`src/rtl/wb_arbiter_pkg.sv`:
```
// wb_arbiter_pkg
//   Shared types and constants for the Wishbone bus arbiter.
//   - arb_state_t     : arbiter FSM state encoding
//   - TIMER_W         : width of the hung-cycle timer
//   - TO_DATA_DEFAULT : read data returned on a forced (timed-out) ack
//   - sat_inc16()     : saturating increment for the timeout counter
package wb_arbiter_pkg;

  typedef enum logic [1:0] {
    IDLE  = 2'd0,
    BUSY  = 2'd1,
    TOACK = 2'd2
  } arb_state_t;

  localparam int          TIMER_W         = 16;
  localparam logic [31:0] TO_DATA_DEFAULT = 32'hFFFF_FFFF;

  function automatic logic [15:0] sat_inc16(input logic [15:0] v);
    return (v == 16'hFFFF) ? v : v + 16'd1;
  endfunction

endpackage

```
`src/rtl/wb_arbiter_rr_pick.sv`:
```
// rr_pick
//   Combinational round-robin picker. Searches upward from the master after
//   the last grant (wrapping mod N) and returns the first requester.
//   Ports:
//     req   in  N  request vector (one bit per master)
//     last  in  N  one-hot last grant
//     pick  out N  one-hot winner (zero when valid is low)
//     valid out 1  at least one requester
module rr_pick #(
  parameter int N = 2
) (
  input  logic [N-1:0] req,
  input  logic [N-1:0] last,
  output logic [N-1:0] pick,
  output logic         valid
);

  // Outer loop locates the one-hot last grant so every index below is a
  // constant after unrolling; the inner loop walks last+1 .. last+N.
  always_comb begin
    pick  = '0;
    valid = 1'b0;
    for (int s = 0; s < N; s++) begin
      if (last[s]) begin
        for (int i = 1; i <= N; i++) begin
          if (!valid && req[(s + i) % N]) begin
            pick[(s + i) % N] = 1'b1;
            valid             = 1'b1;
          end
        end
      end
    end
  end

endmodule

```
`src/rtl/wb_arbiter.sv`:
```
// wb_arbiter
//   Wishbone classic arbiter: round-robin grant among N masters onto one
//   shared slave bus, grant held for the whole cyc, hung cycles terminated
//   with a forced ack after TIMEOUT unacked stb cycles.
//   Ports:
//     wb_clk_i, wb_rst_i             clock, synchronous active-high reset
//     m_adr_i/m_dat_i  [32N]         master address / write data
//     m_sel_i          [4N]          master byte selects
//     m_we_i/m_stb_i/m_cyc_i [N]     master controls
//     m_dat_o [32], m_ack_o [N]      shared read data, per-master ack
//     s_adr_o/s_dat_o/s_sel_o/s_we_o/s_stb_o/s_cyc_o   to slave decode
//     s_dat_i, s_ack_i               from slave decode
//     grant_o [N]                    one-hot grant, zero when idle
//     timeout_o                      pulse on forced termination
//     timeout_cnt_o [16]             saturating timeout count
//
//   state | meaning
//   ------+---------------------------------------------------------
//   IDLE  | no grant; arbitrate among m_cyc_i
//   BUSY  | granted master connected to the slave bus
//   TOACK | one-cycle forced ack with TO_DATA; slave cyc/stb dropped
module wb_arbiter
  import wb_arbiter_pkg::*;
#(
  parameter int          N_MASTERS = 2,
  parameter int          TIMEOUT   = 255,
  parameter logic [31:0] TO_DATA   = TO_DATA_DEFAULT
) (
  input  logic                    wb_clk_i,
  input  logic                    wb_rst_i,
  input  logic [32*N_MASTERS-1:0] m_adr_i,
  input  logic [32*N_MASTERS-1:0] m_dat_i,
  input  logic [4*N_MASTERS-1:0]  m_sel_i,
  input  logic [N_MASTERS-1:0]    m_we_i,
  input  logic [N_MASTERS-1:0]    m_stb_i,
  input  logic [N_MASTERS-1:0]    m_cyc_i,
  output logic [31:0]             m_dat_o,
  output logic [N_MASTERS-1:0]    m_ack_o,
  output logic [31:0]             s_adr_o,
  output logic [31:0]             s_dat_o,
  output logic [3:0]              s_sel_o,
  output logic                    s_we_o,
  output logic                    s_stb_o,
  output logic                    s_cyc_o,
  input  logic [31:0]             s_dat_i,
  input  logic                    s_ack_i,
  output logic [N_MASTERS-1:0]    grant_o,
  output logic                    timeout_o,
  output logic [15:0]             timeout_cnt_o
);

  localparam bit                   TO_EN    = (TIMEOUT != 0);
  // Timer counts down from TIMEOUT-1; reaching zero with stb still
  // unacked is the TIMEOUT-th stalled cycle.
  localparam logic [TIMER_W-1:0]   TMR_LOAD = TO_EN ? TIMER_W'(TIMEOUT - 1) : '0;
  localparam logic [N_MASTERS-1:0] LAST_RST = {1'b1, {(N_MASTERS-1){1'b0}}};

  arb_state_t             state_q, state_d;
  logic [N_MASTERS-1:0]   grant_q, last_q, pick;
  logic                   pick_vld;
  logic [TIMER_W-1:0]     tmr_q;
  logic [15:0]            to_cnt_q;

  logic                   cyc_g, stb_g, we_g;
  logic [31:0]            adr_g, dat_g;
  logic [3:0]             sel_g;
  logic                   stall, to_hit;

  rr_pick #(.N(N_MASTERS)) u_pick (
    .req   (m_cyc_i),
    .last  (last_q),
    .pick  (pick),
    .valid (pick_vld)
  );

  // AND-OR mux on the one-hot grant; yields zeros when nothing is granted.
  always_comb begin
    cyc_g = |(m_cyc_i & grant_q);
    stb_g = |(m_stb_i & grant_q);
    we_g  = |(m_we_i & grant_q);
    adr_g = '0;
    dat_g = '0;
    sel_g = '0;
    for (int k = 0; k < N_MASTERS; k++) begin
      if (grant_q[k]) begin
        adr_g = m_adr_i[32*k +: 32];
        dat_g = m_dat_i[32*k +: 32];
        sel_g = m_sel_i[4*k +: 4];
      end
    end
  end

  assign stall  = stb_g & ~s_ack_i;
  // A real ack in the limit cycle clears stall, so it beats the timeout.
  assign to_hit = TO_EN && (state_q == BUSY) && cyc_g && stall && (tmr_q == '0);

  always_ff @(posedge wb_clk_i) begin
    if (wb_rst_i) state_q <= IDLE;
    else          state_q <= state_d;
  end

  always_comb begin
    state_d   = state_q;
    s_cyc_o   = 1'b0;
    s_stb_o   = 1'b0;
    s_we_o    = 1'b0;
    s_adr_o   = adr_g;
    s_dat_o   = dat_g;
    s_sel_o   = sel_g;
    m_ack_o   = '0;
    m_dat_o   = s_dat_i;
    timeout_o = 1'b0;
    case (state_q)
      IDLE: begin
        if (pick_vld) state_d = BUSY;
      end
      BUSY: begin
        s_cyc_o = cyc_g;
        s_stb_o = stb_g;
        s_we_o  = we_g;
        m_ack_o = grant_q & {N_MASTERS{s_ack_i & stb_g}};
        if (!cyc_g)      state_d = IDLE;
        else if (to_hit) state_d = TOACK;
      end
      TOACK: begin
        m_ack_o   = grant_q;
        m_dat_o   = TO_DATA;
        timeout_o = 1'b1;
        state_d   = BUSY;
      end
      default: state_d = IDLE;
    endcase
  end

  always_ff @(posedge wb_clk_i) begin
    if (wb_rst_i) begin
      grant_q  <= '0;
      last_q   <= LAST_RST;
      tmr_q    <= TMR_LOAD;
      to_cnt_q <= '0;
    end else begin
      case (state_q)
        IDLE: if (pick_vld) grant_q <= pick;
        BUSY: if (!cyc_g) begin
          grant_q <= '0;
          last_q  <= grant_q;
        end
        default: ;
      endcase

      if ((state_q == BUSY) && cyc_g && stall && !to_hit)
        tmr_q <= tmr_q - TIMER_W'(1);
      else
        tmr_q <= TMR_LOAD;

      if (state_q == TOACK) to_cnt_q <= sat_inc16(to_cnt_q);
    end
  end

  assign grant_o       = grant_q;
  assign timeout_cnt_o = to_cnt_q;

endmodule

```
`config.mk`:
```
export PLATFORM = sky130hd
export DESIGN_NAME = wb_arbiter
export DESIGN_NICKNAME = d
export VERILOG_FILES = /design/src/rtl/wb_arbiter_pkg.sv /design/src/rtl/wb_arbiter_rr_pick.sv /design/src/rtl/wb_arbiter.sv
export SDC_FILE = /design/constraint.sdc
export NUM_CORES = 1
export LEC_CHECK = 0
export ABC_CLOCK_PERIOD_IN_PS = 2200
export BUFFER_PORTS_ARGS = -buffer_cell sky130_fd_sc_hd__buf_2
export CAP_MARGIN = 20
export CORE_AREA = 2 2 116 118
export CTS_CLUSTER_DIAMETER = 50
export CTS_CLUSTER_SIZE = 24
export DETAILED_ROUTE_END_ITERATION = 10
export DIE_AREA = 0 0 118 120
export PLACE_DENSITY = 0.65
export SETUP_SLACK_MARGIN = 0.1
export SLEW_MARGIN = 20
export SYNTH_ARGS = -nofsm -noshare
export SYNTH_HDL_FRONTEND = slang
export SYNTH_SLANG_ARGS = --single-unit
export TNS_END_PERCENT = 1
```
`constraint.sdc`:
```
create_clock -name wb_clk_i -period 2.2 [get_ports wb_clk_i]
set_input_delay 0.11 -clock wb_clk_i [delete_from_list [all_inputs] [get_ports wb_clk_i]]
set_output_delay 0.11 -clock wb_clk_i [all_outputs]
set_load 0.05 [all_outputs]
```
* Word-level counts from Yosys, hierarchy flattened
Index checks and enable logic that the tools add are counted.
** Word-level totals
- Bits in registers :: 38
- Latch bits :: 0
- Bits in writable memories :: 0
- Input port bits :: 177
- Bits in read-only memories :: 0
- Memories kept :: 0
- Word-level logic and storage cells :: 77
** Operators by class
- Reductions and logical operators :: 22
- Divide/modulo/power cells :: 0
- Add/sub/neg operators :: 2
- Muxes and demuxes :: 32
- Bitwise operators :: 10
- Order comparisons :: 0
- Shifts and indexed selects :: 0
- $mul :: 0
- Eq/ne operators :: 6
** Operators with widths (number)
- 32-bit 2-to-1 mux :: 5
- 16-bit by 1-bit adder with 16-bit output, second input constant :: 1
- 16-bit equality test, second input constant :: 1
- 16-bit logical NOT :: 1
- 16-bit by 1-bit subtractor with 16-bit output, second input constant :: 1
- 1-bit 2-to-1 mux :: 15
- 2-bit 2-to-1 mux :: 7
- 2-bit AND :: 4
- 4-bit 2-to-1 mux :: 2
- 2-bit one-hot mux with 2 select lines :: 2
- 2-bit OR reduction :: 4
- 1-bit logical AND :: 7
- 2-bit one-hot mux with 3 select lines :: 1
- 2-bit AND reduction :: 3
- 1-bit logical NOT :: 4
- 2-bit inequality test, second input constant :: 2
- 1-bit NOT :: 4
- 3-bit inequality test, second input constant :: 1
- 3-bit AND reduction :: 1
- 1-bit AND :: 2
- 2-bit by 1-bit equality test with 1-bit output, second input constant :: 1
- 2-bit equality test, second input constant :: 1
- 2-bit logical NOT :: 1
- 2-bit nonzero test :: 1

* Longest topological paths before layout
Gate-level depths: netlist of run 1.
- Depth in word-level cells :: 16
- Depth in mapped cells :: 8
- Depth with buffers taken out :: 6

* By module
A second synthesis of run 1 with hierarchy kept.
** Second synthesis, totals
- Cell total of the unflattened synthesis :: 352
- Area, all modules :: 2834.0 sq um
** By module, submodules not included
- wb_arbiter :: instances 1, area each 2791.4 sq um, cells an instance 346, seq. area each 760.7 sq um
- rr_pick :: instances 1, area each 42.5 sq um, cells an instance 6, seq. area each 0.0 sq um

* Worst setup path after synthesis of run 1
OpenSTA, ideal clock, no wires.
- Path type :: flip-flop to output port
- Start :: register grant_q[0], in the netlist grant_o[0]
- End :: output s_adr_o[11]
- Stages on the path, launching flop included :: 6
- Data arrival time :: 2139 ps
- Required time :: 2090 ps
- Setup slack :: -49 ps
- Buffers on the path :: 3
- Cells stage by stage :: dfxtp_1 -> nor2b_1 -> clkbuf_1 -> clkbuf_1 -> buf_1 -> a22o_1
** Between the ends
- Cells in the longest elaborated chain, start to end :: 2
** Ends and longest elaborated chain
- from (decl) :: line wb_arbiter.sv:59 : logic [N_MASTERS-1:0] grant_q, last_q, pick;
- from (signal assigned) :: line wb_arbiter.sv:143 : IDLE: if (pick_vld) grant_q <= pick;
- 32-bit 2-to-1 mux (2 in a row) :: line wb_arbiter.sv:85 : if (grant_q[k]) begin
- to (decl) :: line wb_arbiter.sv:39 : output logic [31:0] s_adr_o,
No other way between the ends.

* Worst setup path in the final report of run 1
- Start :: register tmr_q[0]
- End :: register tmr_q[3]
** Between the ends
- Cells in the longest elaborated chain, start to end :: 6
- Elaborated cells on any way between the ends :: 7
- Those cells by class :: 1 x add/sub; 1 x bitwise; 5 x reduce/logical
** Ends and longest elaborated chain
- from (decl) :: line wb_arbiter.sv:61 : logic [TIMER_W-1:0] tmr_q;
- from (signal assigned) :: line wb_arbiter.sv:152 : tmr_q <= tmr_q - TIMER_W'(1);
- branches (longest 6 deep; another with 16-bit by 1-bit subtractor with 16-bit output)
Parallel ways; which one is timed is not known.
A chain may end at the register's enable or synchronous reset.

==> results_dict.tcl, run 1 <==
set metrics [dict create \
    place_hpwl_um 10720 \
    hold_path_class "in -> reg" \
    cts_max_level 2 \
    vias 3900 \
    grt_max_degree 64 \
    final.period_utilization_pct 92.87 \
    ys_seq_area_share_pct 26.69 \
    cts_buffer_depth 2 \
    fillers 1361 \
    drc 0 \
    gr-total-overflow 0 \
    synth-warning-count 0 \
    p_total_w 0.003550 \
    path_class "reg -> reg" \
    ant_nets 0 \
    min_period_ns 2.043 \
    skew_ns 0.002266 \
    wirelength_um 13020 \
    r2r_slack_ns 0.16 \
    holdCritStartpoint "m_cyc_i[1]" \
    p_per_area_mw_per_mm2 730.4 \
    synth-seq-cells 38 \
    crit_fanout 8 \
    sw_frac_of_total_pct 49.62 \
    seq_area_um2 763.2 \
    setup_tns_ns 0 \
    preCtsSetupSlack_ns 0.1968 \
    vias_per_cell 4.750 \
    irDropWorstVdd_mv 0.3719 \
    final_common_cell "buf_2" \
    stdcell_count 821 \
    io_buffers 300 \
    hold-path-endpoint "grant_o[1]" \
    crit_path_start "tmr_q[0]" \
    pwr-share-seq_pct 20.9 \
    firstDrtPassIters 4 \
    syn_area_per_cell_um2 8.167 \
    slowest_stage "a2111o_1" \
    cts_tree "done" \
    cts-root-buf "clkbuf_16" \
    grt_pass1_wl_um 18950 \
    dieWidth_um 118 \
    synth-main-ff-cell "dfxtp_1" \
    grt_pass1_vias 3611 \
    cap_violations 0 \
    tightest_slew_ns 0.5068 \
    netlist-cell-type-count 51 \
    multi_input_area_mm2 0.001953 \
    setup_viol 0 \
    hold_viol 0 \
    status "completed" \
    place_congestion 0.8243 \
    placementRows 42 \
    cp.arrival_ns 2.20 \
    crit_required_ns 2.36 \
    worst_slack_ns 0.1568 \
    endpoint_kind "register" \
    dp.cells 812 \
    num_io_pins 301 \
    synthToLayoutAreaGrowth_pct 70.50 \
    grtUsageTotal_pct 16.95 \
    final_cell_mix "292 x buf_2, 69 x a22o_1, 36 x dfxtp_1, 32 x or2_2, 25 x nor2_1" \
    power_frac_comb_pct 58.6 \
    clk_pin_slew_worst_paths_ns 0.06 \
    slew_headroom_pct 66.06 \
    power.share.clock_pct 20.5 \
    cts_sinks 38 \
    rr_startpoint "tmr_q[0]" \
    synth_fp_nets 532 \
    fmax_mhz 489.4 \
    fin_area_mm2 0.004860 \
    async_flop_share_pct 0 \
    clkLatencyLatePin_ns 0.28 \
    floorplan.initialDensity_pct 21.96 \
    wl_per_cell_um 15.85 \
    drv_slew 0 \
    die_area_mm2 0.01416 \
    synth_edf_count 0 \
    critPathMaxStageDelay_ns 0.44 \
    p_leak_nw 2.489 \
    placed_area_mm2 0.004706 \
    num-nets-final 826 \
    hold_buffers 0 \
    start_kind "register" \
    antenna_found_initial 8 \
    drtIter0Drc 108 \
    layout-drive-gt1-share_pct 56.21 \
    numCtsBuffers 5 \
    path_cells "inv_1 -> ha_1 -> nor3b_2 -> and3_1 -> a2111o_1 -> or3_1" \
    internal_power_w 0.001788 \
    holdPathStages 3 \
    coreArea_mm2 0.01298 \
    syn_area_mm2 0.002850 \
    p_switching_w 0.001761 \
    synthesis.instances 349 \
    rr_endpoint "tmr_q[3]" \
    ff2ff_path_depth 6 \
    rsz0062_at_grt "true" \
    die_h_um 120 \
]
-- logic make-up (layout without fill, tap and decap cells) --
family          count (synthesis)  in the layout  share of synthesized area [%]
mux                             1              1                         0.3512
compound gates                115            115                          33.28
other cells                     0              1                              0
flops                          38             38                          26.69
fa+ha+maj                       6              6                          2.634
buf+inv                        36            331                          5.048
simple gates                  137            137                          27.08
xor+xnor                       16             16                          4.916
-- layer usage --
metal | track usage [%] | wire length, um | vias up
li1 | - | - | 1912
met1 | 18.85 | 5103 | 1752
met2 | 31.47 | 6458 | 214
met3 | 5.228 | 1182 | 16
met4 | 3.991 | 233 | 6
met5 | 0 | 37 | -
-- Yosys cell counts (all sizes together) (5+ instances only) --
| master | number | area share, % |
|---|---|---|
| ha | 6 | 2.6 |
| or3 | 6 | 1.3 |
| nor3 | 6 | 1.1 |
| nand2 | 18 | 2.4 |
| nand4 | 8 | 2.0 |
| dfxtp | 38 | 27 |
| nor4 | 5 | 1.3 |
| a21oi | 13 | 2.3 |
| a22o | 69 | 21 |
| or2 | 33 | 7.2 |
| clkbuf | 18 | 2.4 |
| inv | 10 | 1.3 |
| nand3 | 14 | 2.5 |
| nor2 | 25 | 3.3 |
| xor2 | 12 | 3.7 |
| buf | 8 | 1.4 |
| nand4b | 5 | 1.5 |
-- cell type report --
type,count,share of cell area [%]
timing repair buffer,313,35.63
tap,176,4.531
multi-input combinational,275,40.19
clock buffer,6,2.858
sequential,38,15.71
clock inverter,2,0.2575
inverter,10,0.7724
antenna,1,0.05149
-- flip-flops by register name, summed over array words and instances, names as in the netlist --
register / flops
last_q: 2
timeout_cnt_o: 16
grant_o: 2
tmr_q: 16
state_q: 2
-- power by group through the flow --
stage               logic, W  registers, W  clock network [W]
finish               0.00208      0.000742           0.000727
global route         0.00217      0.000747           0.000767
CTS                  0.00209      0.000743           0.000738
detailed placement   0.00208      0.000758                  0
global placement     0.00209      0.000757                  0
floorplan            0.00143      0.000769                  0
-- critical path, delay by kind of cell (launching register included) --
kind	cells	cell delay (ns)
adder cells (fa/ha/maj)	1	0.23
AO/OA/AOI/OAI	1	0.44
flip-flops	1	0.36
AND/OR/NAND/NOR	3	0.82
buffers and inverters	1	0.07
-- worst max-delay path by stage --
stage	end	slack [ns]	depth (start not counted)
floorplan	timeout_cnt_o[13]	0.03	6
CTS	m_ack_o[0]	0.16	6
finish	tmr_q[3]	0.16	6
detailed placement	tmr_q[3]	0.20	6
global placement	tmr_q[3]	0.24	6
global route	tmr_q[3]	0.09	6
-- what timing repair did --
action                     CTS  global route
setup endpoints to repair    0             8
resized for setup            0             1
buffers inserted             0             0
-- through the flow --
step	utilization, %	hold WS (ns)
after floorplan	-	0.2258
after global placement	36.25	0.4258
after detailed placement	36.25	0.4206
after CTS	37.42	0.1320
after global routing	37.42	0.1589
final	37.44	0.1340
(Power assumes the default switching activity.)
==> inputs of run 2 (changes only) <==
--- a/config.mk
+++ b/config.mk
@@ -5,7 +5,7 @@
 export SDC_FILE = /design/constraint.sdc
 export NUM_CORES = 1
 export LEC_CHECK = 0
-export ABC_CLOCK_PERIOD_IN_PS = 2200
+export ABC_CLOCK_PERIOD_IN_PS = 1650
 export BUFFER_PORTS_ARGS = -buffer_cell sky130_fd_sc_hd__buf_2
 export CAP_MARGIN = 20
 export CORE_AREA = 2 2 116 118
==> constraint.sdc (replaced) <==
create_clock -name wb_clk_i -period 1.65 [get_ports wb_clk_i]
set_input_delay 0.0825 -clock wb_clk_i [delete_from_list [all_inputs] [get_ports wb_clk_i]]
set_output_delay 0.0825 -clock wb_clk_i [all_outputs]
set_load 0.05 [all_outputs]
==> results_dict.tcl, run 2 (synthesized netlist as in run 1, its figures left out) <==
set metrics [dict create \
    vias_per_cell 4.751 \
    gr-total-overflow 0 \
    grtUsageTotal_pct 18.34 \
    floorplan.initialDensity_pct 21.96 \
    setup_viol 0 \
    status "completed" \
    ff2ff_path_depth 6 \
    setup_tns_ns 0 \
    layout-drive-gt1-share_pct 68.99 \
    drv_slew 0 \
    grt_max_degree 47 \
    clk_pin_slew_worst_paths_ns 0.06 \
    critPathMaxStageDelay_ns 0.33 \
    start_kind "register" \
    multi_input_area_mm2 0.002187 \
    cap_violations 0 \
    vias 4124 \
    skew_ns 0.001758 \
    cts-root-buf "clkbuf_16" \
    drc 0 \
    dieWidth_um 118 \
    coreArea_mm2 0.01298 \
    holdCritStartpoint "m_cyc_i[1]" \
    io_buffers 300 \
    worst_slack_ns 0.004983 \
    rr_endpoint "tmr_q[3]" \
    firstDrtPassIters 4 \
    ant_nets 0 \
    r2r_slack_ns 0.005 \
    final_cell_mix "195 x buf_2, 78 x buf_6, 46 x buf_4, 42 x a22o_1, 29 x buf_8" \
    p_total_w 0.005833 \
    utilization_pct 48.39 \
    clkLatencyLatePin_ns 0.28 \
    hold_viol 0 \
    num-nets-final 872 \
    crit_required_ns 1.57 \
    slowest_stage "dfxtp_2" \
    rsz0062_at_grt "true" \
    synthToLayoutAreaGrowth_pct 120.4 \
    grt_pass1_vias 4045 \
    final_common_cell "buf_2" \
    p_leak_nw 3.002 \
    holdPathStages 3 \
    path_class "reg -> out" \
    cts_sinks 38 \
    cts_max_level 2 \
    place_congestion 0.8715 \
    wirelength_um 13950 \
    final.period_utilization_pct 99.70 \
    hold_buffers 0 \
    path_cells "inv_2 -> buf_4 -> ha_1 -> a21boi_2 -> and2_1 -> buf_6" \
    drtIter0Drc 208 \
    placementRows 42 \
    fillers 1257 \
    antenna_found_initial 3 \
    hold_path_class "in -> reg" \
    min_period_ns 1.645 \
    tightest_slew_ns 0.3426 \
    cp.arrival_ns 1.56 \
    place_hpwl_um 10650 \
    endpoint_kind "primary output" \
    cts_buffer_depth 2 \
    slew_headroom_pct 77.16 \
    die_h_um 120 \
    hold-path-endpoint "grant_o[1]" \
    fmax_mhz 607.9 \
    rr_startpoint "tmr_q[1]" \
    crit_fanout 2 \
    seq_area_um2 793.3 \
    num_io_pins 301 \
    cts_tree "done" \
    irDropWorstVdd_mv 0.4269 \
    grt_pass1_wl_um 20760 \
    preCtsSetupSlack_ns -0.05833 \
    wl_per_cell_um 16.07 \
    die_area_mm2 0.01416 \
    p_per_area_mw_per_mm2 928.6 \
    numCtsBuffers 5 \
]
run 2: worst max path at each step:
stage | start | to | slack (ns) | depth (start not counted)
floorplan | tmr_q[0] | tmr_q[3] | -0.24 | 8
global placement | state_q[0] | timeout_cnt_o[13] | -0.05 | 6
detailed placement | state_q[0] | timeout_cnt_o[13] | -0.06 | 6
CTS | grant_o[0] | s_dat_o[14] | -0.07 | 7
global route | tmr_q[1] | tmr_q[3] | -0.08 | 6
finish | state_q[0] | m_ack_o[1] | 0.005 | 6
run 2: report_power, final:
part	total, W	internal [W]	switching (W)
logic	0.00376	0.00157	0.00219
clock network	0.00110	0.000712	0.000387
registers	0.000971	0.000950	0.0000212
total	0.00583	0.00323	0.00260
run 2: timing repair:
item                                    CTS  global route
endpoints found under the hold margin     0             0
endpoints found under the setup margin  132           135
setup buffers                             8             0
gates resized for setup                 264            25
cloned                                    2             0
pin swaps                                31            38
run 2: final cells by class:
class / instances / share of cell area (%)
antenna: 2 / 0.07968
clock buffer: 5 / 1.992
clock inverter: 3 / 0.7171
inverter: 10 / 0.6773
multi-input combinational: 275 / 34.82
sequential: 38 / 12.63
tap: 176 / 3.506
timing repair buffer: 359 / 45.58
run 2: metal layers:
metal	vias up	track usage, %	wire length, um
met1	1884	21.14	5477
met5	-	0	0
li1	2009	-	-
met4	0	5.572	301
met3	20	4.468	1072
met2	211	33.39	7101
run 2: critical path, delay by kind of cell (launching register included):
family                     cells  cell delay [ns]
AOI/OAI and AO/OA              1             0.19
and+or+nand+nor                1             0.17
DFF                            1             0.33
buffers and inverters          3             0.34
adders and majority gates      1             0.26
run 2: metrics by stage:
step | cells | hold WS (ns) | cell area [um2]
finish | 868 | 0.1133 | 6281
detailed placement | 849 | 0.4015 | 4996
global route | 868 | 0.1451 | 6281
CTS | 867 | 0.1079 | 6155
floorplan | 349 | 0.1983 | 2947
global placement | 849 | 0.3974 | 4996
